**src/rtl/sequenciador_estados_if.sv**
```systemverilog
// Control/status bundle for sequenciador_estados.
// With SEQ_REVERSIVEL_EN defined, the bundle also carries the direction input 'sentido'.
interface sequenciador_estados_if #(
  parameter int N_ESTADOS = 3,
  parameter int W_TEMPO   = 8
);
  localparam int W_EST = ($clog2(N_ESTADOS) > 1) ? $clog2(N_ESTADOS) : 1;

  // No valid/ready pair: every control is a level sampled on each rising clk edge.
  // The priority order is limpa > avanca > (habilita and dwell expiry) > habilita.
  // Status outputs are registered, except saida_onehot, which decodes estado.
  logic                 limpa;
  logic                 habilita;
  logic                 avanca;
  logic [W_TEMPO-1:0]   tempo_estado;
`ifdef SEQ_REVERSIVEL_EN
  logic                 sentido;
`endif
  logic [W_EST-1:0]     estado;
  logic [N_ESTADOS-1:0] saida_onehot;
  logic [W_TEMPO-1:0]   contador;
  logic                 fim_ciclo;

`ifdef SEQ_REVERSIVEL_EN
  modport master (
    output limpa, habilita, avanca, tempo_estado, sentido,
    input  estado, saida_onehot, contador, fim_ciclo
  );
  modport slave (
    input  limpa, habilita, avanca, tempo_estado, sentido,
    output estado, saida_onehot, contador, fim_ciclo
  );
`else
  modport master (
    output limpa, habilita, avanca, tempo_estado,
    input  estado, saida_onehot, contador, fim_ciclo
  );
  modport slave (
    input  limpa, habilita, avanca, tempo_estado,
    output estado, saida_onehot, contador, fim_ciclo
  );
`endif
endinterface

```
**src/rtl/sequenciador_estados.sv**
```systemverilog
// N-state sequencer with a programmable dwell counter, forced advance and a wrap pulse.
// With SEQ_REVERSIVEL_EN defined, bus.sentido selects forward (0) or reverse (1) stepping.
module sequenciador_estados #(
  parameter int N_ESTADOS = 3,
  parameter int W_TEMPO   = 8
) (
  input  logic clk,
  input  logic rst_n,
  sequenciador_estados_if.slave bus
);
  localparam int W_EST = ($clog2(N_ESTADOS) > 1) ? $clog2(N_ESTADOS) : 1;
  localparam logic [W_EST-1:0] ULTIMO = W_EST'(N_ESTADOS - 1);

  typedef enum logic [1:0] {
    ACAO_RETEM,
    ACAO_CONTA,
    ACAO_AVANCA,
    ACAO_LIMPA
  } acao_t;

  acao_t                acao;
  logic [W_EST-1:0]     estado_q;
  logic [W_EST-1:0]     prox_estado;
  logic [W_TEMPO-1:0]   contador_q;
  logic                 fim_q;
  logic                 volta;
  logic                 expirou;
  logic [N_ESTADOS-1:0] onehot;

  // Live compare: a lowered tempo_estado lets the counter run round modulo 2^W_TEMPO.
  assign expirou = bus.habilita && (contador_q == bus.tempo_estado);

  always_comb begin : decide_acao
    acao = ACAO_RETEM;
    if (bus.limpa) begin
      acao = ACAO_LIMPA;
    end else if (bus.avanca || expirou) begin
      acao = ACAO_AVANCA;
    end else if (bus.habilita) begin
      acao = ACAO_CONTA;
    end
  end

  // Illegal encodings step to the entry state of the current direction without a wrap pulse.
  always_comb begin : calcula_proximo
    prox_estado = '0;
    volta       = 1'b0;
`ifdef SEQ_REVERSIVEL_EN
    if (bus.sentido) begin
      if (estado_q == '0) begin
        prox_estado = ULTIMO;
        volta       = 1'b1;
      end else if (estado_q <= ULTIMO) begin
        prox_estado = estado_q - W_EST'(1);
      end else begin
        prox_estado = ULTIMO;
      end
    end else begin
      if (estado_q == ULTIMO) begin
        prox_estado = '0;
        volta       = 1'b1;
      end else if (estado_q < ULTIMO) begin
        prox_estado = estado_q + W_EST'(1);
      end else begin
        prox_estado = '0;
      end
    end
`else
    if (estado_q == ULTIMO) begin
      prox_estado = '0;
      volta       = 1'b1;
    end else if (estado_q < ULTIMO) begin
      prox_estado = estado_q + W_EST'(1);
    end else begin
      prox_estado = '0;
    end
`endif
  end

  always_ff @(posedge clk or negedge rst_n) begin : registra_estado
    if (!rst_n) begin
      estado_q   <= '0;
      contador_q <= '0;
      fim_q      <= 1'b0;
    end else begin
      case (acao)
        ACAO_LIMPA: begin
          estado_q   <= '0;
          contador_q <= '0;
          fim_q      <= 1'b0;
        end
        ACAO_AVANCA: begin
          estado_q   <= prox_estado;
          contador_q <= '0;
          fim_q      <= volta;
        end
        ACAO_CONTA: begin
          contador_q <= contador_q + W_TEMPO'(1);
          fim_q      <= 1'b0;
        end
        default: begin
          fim_q      <= 1'b0;
        end
      endcase
    end
  end

  always_comb begin : decodifica
    onehot = '0;
    for (int k = 0; k < N_ESTADOS; k++) begin
      if (estado_q == W_EST'(k)) onehot[k] = 1'b1;
    end
  end

  assign bus.estado       = estado_q;
  assign bus.saida_onehot = onehot;
  assign bus.contador     = contador_q;
  assign bus.fim_ciclo    = fim_q;
endmodule

```
**src/flat_wrapper.sv**
```systemverilog
// flat-port wrapper written by rule: the top's interface ports become plain ports
module sequenciador_estados_flat 
#(
  parameter int N_ESTADOS = 3,
  parameter int W_TEMPO   = 8
)
  (clk, rst_n, bus_limpa, bus_habilita, bus_avanca, bus_tempo_estado, bus_estado, bus_saida_onehot, bus_contador, bus_fim_ciclo);
  sequenciador_estados_if #(.N_ESTADOS(N_ESTADOS), .W_TEMPO(W_TEMPO)) bus_i ();
  input  logic clk;
  input  logic rst_n;
  input wire logic [$bits(bus_i.limpa)-1:0] bus_limpa;
  input wire logic [$bits(bus_i.habilita)-1:0] bus_habilita;
  input wire logic [$bits(bus_i.avanca)-1:0] bus_avanca;
  input wire logic [$bits(bus_i.tempo_estado)-1:0] bus_tempo_estado;
  output wire logic [$bits(bus_i.estado)-1:0] bus_estado;
  output wire logic [$bits(bus_i.saida_onehot)-1:0] bus_saida_onehot;
  output wire logic [$bits(bus_i.contador)-1:0] bus_contador;
  output wire logic [$bits(bus_i.fim_ciclo)-1:0] bus_fim_ciclo;
  assign bus_i.limpa = bus_limpa;
  assign bus_i.habilita = bus_habilita;
  assign bus_i.avanca = bus_avanca;
  assign bus_i.tempo_estado = bus_tempo_estado;
  assign bus_estado = bus_i.estado;
  assign bus_saida_onehot = bus_i.saida_onehot;
  assign bus_contador = bus_i.contador;
  assign bus_fim_ciclo = bus_i.fim_ciclo;
  sequenciador_estados #(.N_ESTADOS(N_ESTADOS), .W_TEMPO(W_TEMPO)) u_core (.clk(clk), .rst_n(rst_n), .bus(bus_i));
endmodule
```
**config.mk**
```make
export PLATFORM = sky130hd
export DESIGN_NAME = sequenciador_estados_flat
export DESIGN_NICKNAME = d
export VERILOG_FILES = /design/src/rtl/sequenciador_estados_if.sv /design/src/rtl/sequenciador_estados.sv /design/src/flat_wrapper.sv
export SDC_FILE = /design/constraint.sdc
export NUM_CORES = 1
export LEC_CHECK = 0
export BUFFER_PORTS_ARGS = -buffer_cell sky130_fd_sc_hd__buf_2
export CAP_MARGIN = 15
export CORE_MARGIN = 4
export CORE_UTILIZATION = 43
export CTS_CLUSTER_DIAMETER = 30
export DETAILED_ROUTE_END_ITERATION = 7
export PLACE_DENSITY_LB_ADDON = 0.2
export RECOVER_POWER = 100
export SLEW_MARGIN = 20
export SYNTH_ARGS = -nofsm -noshare
export SYNTH_HDL_FRONTEND = slang
export SYNTH_SLANG_ARGS = --single-unit
```
**constraint.sdc**
```tcl
create_clock -name clk -period 1.3 [get_ports clk]
set_input_delay 0.13 -clock clk [delete_from_list [all_inputs] [get_ports clk]]
set_output_delay 0.13 -clock clk [all_outputs]
set_load 0.05 [all_outputs]
```
# [After elaboration in Yosys (flattened, before gate mapping)]
# Index checks and enable logic that the tools add are counted.
[op_classes] addsub=2 order_cmp=1 n_eq_ne=6 n_mux=11 n_reduce_logical=6
[op_table] operator="8-bit case mux with 2 select lines" count=1
[op_table] operator="8-bit by 1-bit adder with 8-bit output (second input constant)" count=1
[op_table] operator="8-bit equality test" count=1
[op_table] operator="2-bit 2-to-1 mux" count=4
[op_table] operator="2-bit equality test (second input constant)" count=3
[op_table] operator="1-bit 2-to-1 mux" count=5
[op_table] operator="2-bit by 1-bit equality test with 1-bit output (second input constant)" count=2
[op_table] operator="2-bit case mux with 2 select lines" count=1
[op_table] operator="2-bit nonzero test" count=2
[op_table] operator="2-bit by 1-bit adder with 2-bit output (second input constant)" count=1
[op_table] operator="2-bit logical NOT" count=1
[op_table] operator="2-bit less-than comparator (second input constant)" count=1
[op_table] operator="2-bit OR reduction" count=1
[op_table] operator="1-bit logical AND" count=1
[op_table] operator="1-bit logical OR" count=1
[totals] regBits=11 in_bits=13 out_inout_bits=14 elab_cells=29

# [Longest topological paths before layout]
# Gate-level depths: netlist (run 1).
[depth] word_depth=8 mapped_depth=5 mapped_depth_nobuf=5

# [Least setup slack after synthesis (run 1)]
# Ideal clock, no wire load.
[synth_path] path_kind="flip-flop to flip-flop" start="reg u_core.estado_q[0] (netlist: u_core.bus.estado[0])" end="reg u_core.estado_q[1] (netlist: u_core.bus.estado[1])" setup_ns=0.071 t_arrival_ns=1.903 required_time_ns=1.229 slack_ns=-0.674 path_stages_with_launch=5 path_buffers=0 period_less_slack_ns=1.974 path_cell_list="dfrtp_1 -> nor2b_1 -> nor2b_1 -> nand4_1 -> nand3_1"
[synth_between] elab_chain_len=4 word_cells_on_any_way=6 cone_classes="add/sub (1); order compare (1); eq/ne (1); mux (3)"
[synth_lines] item="from (decl)" line="sequenciador_estados.sv:22" source="logic [W_EST-1:0] estado_q;"
[synth_lines] item="from (signal assigned)" line="sequenciador_estados.sv:93" source="estado_q <= prox_estado;"
[synth_lines] item="2-bit by 1-bit adder with 2-bit output / 2-bit less-than comparator (equally long branches)" line="sequenciador_estados.sv:73, sequenciador_estados.sv:72"
[synth_lines] item="2-bit 2-to-1 mux" line="sequenciador_estados.sv:72" source="end else if (estado_q < ULTIMO) begin"
[synth_lines] item="2-bit 2-to-1 mux (*)" line="sequenciador_estados.sv:69" source="if (estado_q == ULTIMO) begin"
[synth_lines] item="2-bit case mux with 2 select lines (*)" line="sequenciador_estados.sv:86" source="case (acao)"
# Mark *: on every way between the ends. The rest lies on a longest branch, timed or not.
# A chain may end at the register's enable or synchronous reset.

# [Worst setup path after layout (run 1)]
[layout_path] start="reg u_core.contador_q[7] (netlist: u_core.bus.contador[7])" end="reg u_core.contador_q[4] (netlist: u_core.bus.contador[4])"
[layout_between] elab_chain_len=8 word_cells_on_any_way=11 cone_classes="eq/ne (4); mux (3); reduce/logical (4)"
[layout_lines] item="from (decl)" line="sequenciador_estados.sv:24" source="logic [W_TEMPO-1:0] contador_q;"
[layout_lines] item="from (signal assigned)" line="sequenciador_estados.sv:98" source="contador_q <= contador_q + W_TEMPO'(1);"
[layout_lines] item="8-bit equality test (*)" line="sequenciador_estados.sv:31" source="assign expirou = bus.habilita && (contador_q == bus.tempo_estado);"
[layout_lines] item="1-bit logical AND (*)" line="sequenciador_estados.sv:31"
[layout_lines] item="1-bit logical OR (*)" line="sequenciador_estados.sv:37" source="end else if (bus.avanca || expirou) begin"
[layout_lines] item="2-bit 2-to-1 mux (*)" line="sequenciador_estados.sv:37"
[layout_lines] item="2-bit 2-to-1 mux (*)" line="sequenciador_estados.sv:35" source="if (bus.limpa) begin"
[layout_lines] item="2-bit equality test" line="sequenciador_estados.sv:86"
[layout_lines] item="2-bit OR reduction (no line)"
[layout_lines] item="8-bit case mux with 2 select lines / 2-bit nonzero test (equally long branches)"
# Marked as above.

==> results of run 1 <==
-- cell families after synthesis --
| kind of cell | after synthesis | share of synthesized area [%] |
|---|---|---|
| and+or+nand+nor | 35 | 26.9 |
| AOI/OAI and AO/OA | 6 | 8.11 |
| buffers and inverters | 3 | 4.05 |
| adders and majority gates | 1 | 1.69 |
| muxes | 1 | 1.35 |
| DFF | 11 | 37.2 |
| xor gates and xnor gates | 15 | 20.8 |
-- stage by stage --
stage	cells	utilization, %
after CTS	130	67.0
after global placement	125	64.2
final	130	71.6
after detailed placement	125	64.2
after floorplan	72	-
after global routing	130	71.6
-- registers in the layout, indices dropped and copies added, names as in the netlist --
signal,cells
u_core.bus.estado,2
u_core.bus.fim_ciclo,1
u_core.bus.contador,8
-- per-layer routing --
layer	share of wire, %	wire length, µm	global-route usage [%]
met4	0.82	14	3.23
met1	41	708	19.8
met2	51	883	28.3
met3	6.4	110	5.72
met5	0	0	0
-- placed cells by master, fill, tap and decap left out, drive strengths merged --
master,n
a31oi,1
a32oi,2
and2,1
and3,2
and4,1
buf,27
clkbuf,17
dfrtp,11
dlygate4sd3,1
ha,1
mux2i,1
nand2,3
nand3,3
nand4,7
nor2,12
nor2b,4
nor3,1
nor3b,1
o211ai,2
o31ai,1
xnor2,11
xor2,4
-- layout make-up --
cell class,instances,area [µm²],share of cell area (%)
Sequential cell,11,288,25.8
Timing Repair Buffer,41,270,24.2
Multi-Input combinational cell,58,512,45.9
Tap cell,16,20.0,1.79
Clock buffer,4,26.3,2.35
-- timing repair --
item | 4_1_cts | 5_1_grt
hold endpoints to repair | 11 | 0
pin swaps | 0 | 1
hold buffers | 1 | 0
setup endpoints to repair | 12 | 14
gates resized for setup | 3 | 19
-- critical path, stage by stage (launching register included) --
cell	delay, ns
dfrtp_2	0.42
xnor2_2	0.17
nand4_2	0.16
o31ai_4	0.30
buf_6	0.16
nor2_2	0.04
-- where the power goes --
group	internal, µW	switching, µW	leakage (µW)	total [µW]
sequential	355	28.6	0.000135	384
clock	119	115	0.0000150	234
combinational	124	189	0.000338	313
total	599	332	0.000488	931
-- how the worst max path moves through the flow --
stage	from	to	slack, ns	depth (start not counted)
final	u_core.bus.contador[7]$_DFFE_PN0P_	u_core.bus.contador[4]$_DFFE_PN0P_	-0.06	5
after detailed placement	u_core.bus.contador[3]$_DFFE_PN0P_	u_core.bus.estado[1]$_DFFE_PN0P_	-0.03	5
after global placement	u_core.bus.contador[7]$_DFFE_PN0P_	u_core.bus.estado[0]$_DFFE_PN0P_	-0.02	5
after floorplan	u_core.bus.contador[2]$_DFFE_PN0P_	u_core.bus.contador[0]$_DFFE_PN0P_	-0.12	5
after CTS	u_core.bus.contador[7]$_DFFE_PN0P_	u_core.bus.estado[1]$_DFFE_PN0P_	-0.05	5
after global routing	u_core.bus.contador[7]$_DFFE_PN0P_	u_core.bus.contador[7]$_DFFE_PN0P_	-0.13	5
==> reports/qor.yml, run 1 <==
synth_edf_count: 0
die_w_um: 49.5
grt_pass1_vias: 739
fin_crit_sh_pct: 104
pin_count: 27
tritoncts: "built"
first_iter_violations: 4
end_kind: "flop"
yosys.area.top_type: "dfrtp_1"
reg2reg_depth: 5
synth.top_cells.by_count: "12 x nor2_1, 11 x dfrtp_1, 8 x xnor2_1, 6 x nand4_1"
setup.worst_path.class: "flop to flop"
overflow: 0
coreArea_um2: 1560
path_clk_slew_ns: 0.07
ctsLongestPathBuffers: 2
rsz0062_at_grt: "yes"
ys_seq_area_share_pct: 37.2
clock_latency_ns: 0.27
setup.worst_path.start_class: "flop"
fillers: 111
io_buffers: 26
cts-root-buf: "clkbuf_4"
yosysMostFrequentCell: "nor2_1"
vias: 705
hold_viol: 0
fin_hold_ws_ns: 0.0835
diodes: 0
worstHoldEndpoint: "u_core.bus.fim_ciclo$_DFF_PN0_"
place_ws_ns: -0.0343
drive_gt1_share_pct: 65.8
p_per_area_nw_per_um2: 834
async_flop_share_pct: 100
crit_fanout: 5
synth_nets: 86
start_util_pct: 47.5
clock.fmax_ghz: 0.737
r2r_start: "u_core.bus.contador[7]$_DFFE_PN0P_"
yosysWarnings: 0
synth_area_per_cell_um2: 10.3
drv_cap: 0
place_congestion: 0.851
hp-class: "primary input to flop"
cp.arrival_ns: 1.52
post_cts_buffers: 0
r2r-end: "u_core.bus.contador[4]$_DFFE_PN0P_"
via_per_inst: 5.42
antenna_found_initial: 0
fp-row-count: 14
ys_ff_latch: 11
htreeDepth: 1
relSlewSlack_pct: 62.0
gr-usage-all-layers_pct: 16.4
maxSlewViolCount: 0
final_nets: 129
r2r_slack_ns: -0.06
finalInstanceArea_um2: 1120
synthTopCellsByArea: "dfrtp_1 37%, xnor2_1 9.5%, xnor2_2 6.6%, nor2_1 6.1%, nand4_1 5.1%"
tightest_slew_ns: 0.570
dieArea_um2: 2450
ys_types: 25
hp-start: "bus_limpa"
min_period_ns: 1.36
holdPathStages: 2
grt_pass1_wl_um: 3150
grt_max_degree: 12
finalSetupViolCount: 10
dr.pass1.iters: 3
dpl_cell_area_um2: 1000
violations: "setup timing"
skew_ns: 0.00292
finalSetupTns_ns: -0.479
syn_to_final_growth_pct: 50.7
finalWorstSetupSlack_ns: -0.0575
status: "finished, violations left"
synth_area_um2: 741
drt_wl_total_um: 1720
drc: 0
crit_required_ns: 1.46
die_h_um: 49.5
synth_top_area_share_pct: 37.2
route.detailed.wl_per_inst_um: 13.2
p_leak_uw: 0.000488
numClockSinks: 11
ant_nets: 0
ys.flop_type: "dfrtp_1"
synth_cells: 72
cts_buffers: 3
peakVddDrop_v: 0.000612
place_hpwl_um: 1420
power_uw: 931
Note: power is estimated with default switching activity, not from simulation.
==> run 2, diff against run 1 <==
--- a/config.mk
+++ b/config.mk
@@ -19 +19,2 @@
 export SYNTH_SLANG_ARGS = --single-unit
+export TNS_END_PERCENT = 50
--- a/constraint.sdc
+++ b/constraint.sdc
@@ -3,2 +3,2 @@
 set_output_delay 0.13 -clock clk [all_outputs]
-set_load 0.05 [all_outputs]
+set_load 0.01 [all_outputs]
==> run 2 against run 1 <==
The run still ends with setup timing left. Cell count increased by 0.77%. Clock power about the same. Utilization down 4.8 points. Largest power group unchanged.
==> reports/qor.yml, run 2 (same netlist as run 1, synthesis figures left out) <==
status: "finished, violations left"
violations: "setup timing"
route.detailed.wl_per_inst_um: 13.8  # +4.4%
fillers: 133  # +20%
rsz0062_at_grt: "yes"
min_period_ns: 1.35  # -0.0122 ns
peakVddDrop_v: 0.000581  # -5.0%
end_kind: "flop"
place_congestion: 0.772  # -9.3%
drc: 0  # unchanged
first_iter_violations: 8  # +4
fp-row-count: 14  # unchanged
dieArea_um2: 2450  # unchanged
hp-start: "bus_limpa"
grt_pass1_wl_um: 3220  # +2.4%
gr-usage-all-layers_pct: 17.1  # +0.71 points
drv_cap: 0  # unchanged
die_h_um: 49.5  # unchanged
numClockSinks: 11  # unchanged
regArea_um2: 278  # -3.5%
cts_buffers: 3  # unchanged
clock.fmax_ghz: 0.743  # +0.91%
pin_count: 27  # unchanged
setup.worst_path.start_class: "flop"
antenna_found_initial: 0  # unchanged
drive_gt1_share_pct: 47.0  # -19 points
setup.worst_path.class: "flop to flop"
vias: 689  # -2.3%
overflow: 0  # unchanged
r2r_start: "u_core.bus.contador[5]$_DFFE_PN0P_"
tritoncts: "built"
cts-root-buf: "clkbuf_4"
relSlewSlack_pct: 58.0  # -4.0 points
placed_cells: 125  # unchanged
place_hpwl_um: 1460  # +2.5%
diodes: 0  # unchanged
final_common_cell: "buf_2"
hp-class: "primary input to flop"
cp_cell_sequence: "xnor2_2 -> nand4_2 -> buf_4 -> a32oi_1 -> nand3_1"
final_nets: 130  # +0.78%
drt_wl_total_um: 1810  # +5.2%
skew_ns: 0.00219  # -0.000737 ns
maxSlewViolCount: 0  # unchanged
grt_max_degree: 12  # unchanged
crit_fanout: 2  # -3
start_util_pct: 47.5  # unchanged
ctsLongestPathBuffers: 2  # unchanged
fin_crit_sh_pct: 103  # -0.94 points
critical_path.max_stage_delay_ns: 0.43  # about the same
cp.arrival_ns: 1.49  # -0.03 ns
clock_latency_ns: 0.26  # about the same
most-common-layout-cells: "21 x buf_2, 10 x clkbuf_1, 9 x dfrtp_1"
crit_path_start: "u_core.bus.contador[5]$_DFFE_PN0P_"
grt_pass1_vias: 720  # -2.6%
via_per_inst: 5.26  # -3.0%
coreArea_um2: 1560  # unchanged
io_buffers: 26  # unchanged
path_clk_slew_ns: 0.07  # about the same
hold_viol: 0  # unchanged
crit_required_ns: 1.44  # -0.02 ns
p_leak_uw: 0.000484  # -0.84%
power_uw: 801  # -14%
multi_input_area_um2: 480  # -6.1%
dr.pass1.iters: 2  # -1
critPathTopFamily: "flip-flops"
finalWorstSetupSlack_ns: -0.0452  # +0.0122 ns
finalSetupViolCount: 10  # unchanged
finalNonFillerCells: 131  # +0.77%
path_buf_inv: 1  # unchanged
syn_to_final_growth_pct: 40.5
p_per_area_nw_per_um2: 769  # -7.8%
htreeDepth: 1  # unchanged
ant_nets: 0  # unchanged
tightest_slew_ns: 0.630  # +0.0602 ns
largest_reg_flops: 8  # unchanged
die_w_um: 49.5  # unchanged
crit_slowest_cell: "dfrtp_2"
==> run 2: report_power, final <==
group          internal [µW]  switching [µW]
Sequential               353            18.7
Combinational           93.9             101
Clock                    119             116
==> run 2: metal layers <==
| layer | routed length (µm) | part of all wire [%] | track usage [%] |
|---|---|---|---|
| met1 | 772 | 43 | 19.8 |
| met2 | 911 | 50 | 30.6 |
| met3 | 107 | 5.9 | 3.31 |
| met4 | 14 | 0.78 | 7.37 |
| met5 | 0 | 0 | 0 |
==> run 2: stage by stage <==
stage               instance area, µm²  setup WS [ns]  util [%]  TNS, ns  hold WS, ns
finish                            1040        -0.0452      66.8   -0.141       0.0847
global route                      1040         -0.118      66.8    -1.05        0.109
CTS                               1060        -0.0393      68.1   -0.187       0.0797
detailed placement                 991        -0.0359      63.6   -0.288       0.0229
global placement                   991        -0.0112      63.6  -0.0618       0.0192
floorplan                          766       -0.00737         -  -0.0507       -0.166
==> run 2: path summary, 6_finish.rpt <==
| check | end | slack [ns] | depth (start not counted) |
|---|---|---|---|
| worst max-delay path | u_core.bus.estado[1]$_DFFE_PN0P_ | -0.05 | 5 |
| worst min-delay path | u_core.bus.fim_ciclo$_DFF_PN0_ | 0.08 | 2 |
| worst max register to register | u_core.bus.estado[1]$_DFFE_PN0P_ | -0.05 | 5 |
| worst min register to register | u_core.bus.estado[0]$_DFFE_PN0P_ | 0.67 | 2 |
| max in group asynchronous | u_core.bus.contador[5]$_DFFE_PN0P_ | 0.47 | 2 |
| min in group asynchronous | u_core.bus.fim_ciclo$_DFF_PN0_ | 0.39 | 2 |
==> run 2: final cells by class <==
type	instances	area share (%)
repair buffers	42	22.7
flip-flops and latches	11	26.7
well taps	16	1.92
clock buffers	4	2.52
multi-input cells	58	46.2
==> run 2: timing repair <==
item                                   in CTS  in global routing
setup endpoints to repair                  10                 12
pin swaps                                   6                  0
gates cloned                                0                  0
endpoints found under the hold margin      11                  0
buffers inserted                            1                  0
hold buffers                                1                  0
gates resized for setup                     6                  3
==> run 3, diff against run 2 <==
- SKIP_CTS_REPAIR_TIMING: default -> 1
==> run 3 against run 2 <==
The run still ends with setup timing left. Design area increased by 0.48%. Power up 0.44%. Clock power hardly changed. Global-route usage decreased by 0.12 points. Largest power group unchanged. Highest routed layer unchanged.
==> reports/qor.yml, run 3 (same netlist as run 1, synthesis figures left out) <==
skew_ns: 0.00238  # +0.000191 ns
hold_viol: 0  # unchanged
setup.worst_path.start_class: "flop"
most-common-layout-cells: "21 x buf_2, 10 x clkbuf_1, 9 x dfrtp_1"
io_buffers: 26  # unchanged
crit_path_start: "u_core.bus.contador[5]$_DFFE_PN0P_"
p_leak_uw: 0.000485  # +0.26%
clock.fmax_ghz: 0.746  # +0.41%
p_per_area_nw_per_um2: 769  # about the same
final_nets: 130  # unchanged
gr-usage-all-layers_pct: 17.0  # -0.12 points
drc: 0  # unchanged
antenna_found_initial: 0  # unchanged
peakVddDrop_v: 0.000606  # +4.3%
switchingPower_uw: 238  # +1.4%
diodes: 0  # unchanged
pin_count: 27  # unchanged
via_per_inst: 5.33  # +1.3%
fp-row-count: 14  # unchanged
grt_pass1_wl_um: 3190  # -0.87%
cts-root-buf: "clkbuf_4"
overflow: 0  # unchanged
violations: "setup timing"
start_util_pct: 47.5  # unchanged
route.detailed.wl_per_inst_um: 14.1  # +2.4%
r2r_start: "u_core.bus.contador[5]$_DFFE_PN0P_"
place_hpwl_um: 1460  # unchanged
ant_nets: 0  # unchanged
placed_cells: 125  # unchanged
htreeDepth: 1  # unchanged
p_sw_share_pct: 29.6  # +0.27 points
fillers: 132  # -0.75%
first_iter_violations: 20  # +12
r2r_slack_ns: -0.04  # about the same
relSlewSlack_pct: 57.9  # -0.071 points
regArea_um2: 278  # unchanged
die_h_um: 49.5  # unchanged
largest_reg_flops: 8  # unchanged
dieArea_um2: 2450  # unchanged
reg2reg_depth: 5  # unchanged
setup.worst_path.class: "flop to flop"
tightest_slew_ns: 0.631  # +0.00106 ns
finalWorstSetupSlack_ns: -0.0397  # +0.00550 ns
cp.arrival_ns: 1.49  # about the same
crit_fanout: 2  # unchanged
vias: 698  # +1.3%
grt_pass1_vias: 712  # -1.1%
grt_max_degree: 12  # unchanged
clockPowerShare_pct: 29.3  # about the same
numClockSinks: 11  # unchanged
place_congestion: 0.772  # unchanged
hp-class: "primary input to flop"
multi_input_area_um2: 485  # +1.0%
comb_power_share_pct: 24.4  # about the same
dr.pass1.iters: 4  # +2
end_kind: "flop"
coreArea_um2: 1560  # unchanged
endpoint: "u_core.bus.estado[1]$_DFFE_PN0P_"
finalSetupViolCount: 10  # unchanged
crit_required_ns: 1.45  # about the same
path_clk_slew_ns: 0.07  # about the same
holdPathStages: 2  # unchanged
drv_cap: 0  # unchanged
fin_util_pct: 67.1  # +0.32 points
drive_gt1_share_pct: 47.0  # unchanged
r2r-end: "u_core.bus.estado[1]$_DFFE_PN0P_"
syn_to_final_growth_pct: 41.2
seqPwrFrac_pct: 46.2  # -0.3 points
min_period_ns: 1.34  # -0.00550 ns
ctsLongestPathBuffers: 2  # unchanged
tritoncts: "built"
fin_crit_sh_pct: 103  # -0.42 points
die_w_um: 49.5  # unchanged
final_common_cell: "buf_2"
maxSlewViolCount: 0  # unchanged
cts_buffers: 3  # unchanged
fin_hold_ws_ns: 0.0822  # -0.00259 ns
status: "finished, violations left"
clock_latency_ns: 0.27  # about the same
p_int_uw: 566  # about the same
finalNonFillerCells: 131  # unchanged
rsz0062_at_grt: "yes"
drt_wl_total_um: 1850  # +2.4%
-- run 3: layout make-up --
cell class              count  area share (%)
multi-input cells          58            46.4
clock buffers               4            2.51
well taps                  16            1.91
repair buffers             42            22.6
flip-flops and latches     11            26.6
-- run 3: power by group through the flow --
stage | registers [µW] | clock network (µW) | logic [µW]
floorplan | 381 | 0 | 99.0
global placement | 377 | 0 | 185
detailed placement | 379 | 0 | 188
CTS | 372 | 238 | 189
global route | 376 | 262 | 217
finish | 372 | 236 | 197
-- run 3: metal layers --
layer  GRT usage (%)  vias to the layer above  routed length [µm]
met3            3.61                        2                 111
li1                -                      342                   -
met5               0                        -                   0
met4            7.37                        0                  14
met1            20.4                      334                 758
met2            29.2                       20                 963
-- run 3: per-stage QoR --
stage	setup TNS [ns]	total power, µW	setup slack, ns	instance area, µm²
6_report	-0.292	804	-0.0397	1050
3_5_place_dp	-0.288	567	-0.0359	991
5_1_grt	-1.34	855	-0.135	1050
4_1_cts	-0.477	799	-0.0669	1020
3_3_place_gp	-0.0618	562	-0.0112	991
2_1_floorplan	-0.0507	480	-0.00737	766
-- run 3: worst min-delay path by stage --
stage | start | end
finish | bus_limpa | u_core.bus.fim_ciclo$_DFF_PN0_
global route | bus_limpa | u_core.bus.fim_ciclo$_DFF_PN0_
CTS | rst_n | u_core.bus.fim_ciclo$_DFF_PN0_
detailed placement | rst_n | u_core.bus.fim_ciclo$_DFF_PN0_
global placement | rst_n | u_core.bus.fim_ciclo$_DFF_PN0_
floorplan | rst_n | u_core.bus.contador[0]$_DFFE_PN0P_
-- run 3: critical path: stages, from the launching register on --
cell,delay (ns)
dfrtp_2,0.42
xnor2_2,0.16
nand4_2,0.16
buf_4,0.18
a32oi_1,0.20
nand3_1,0.10
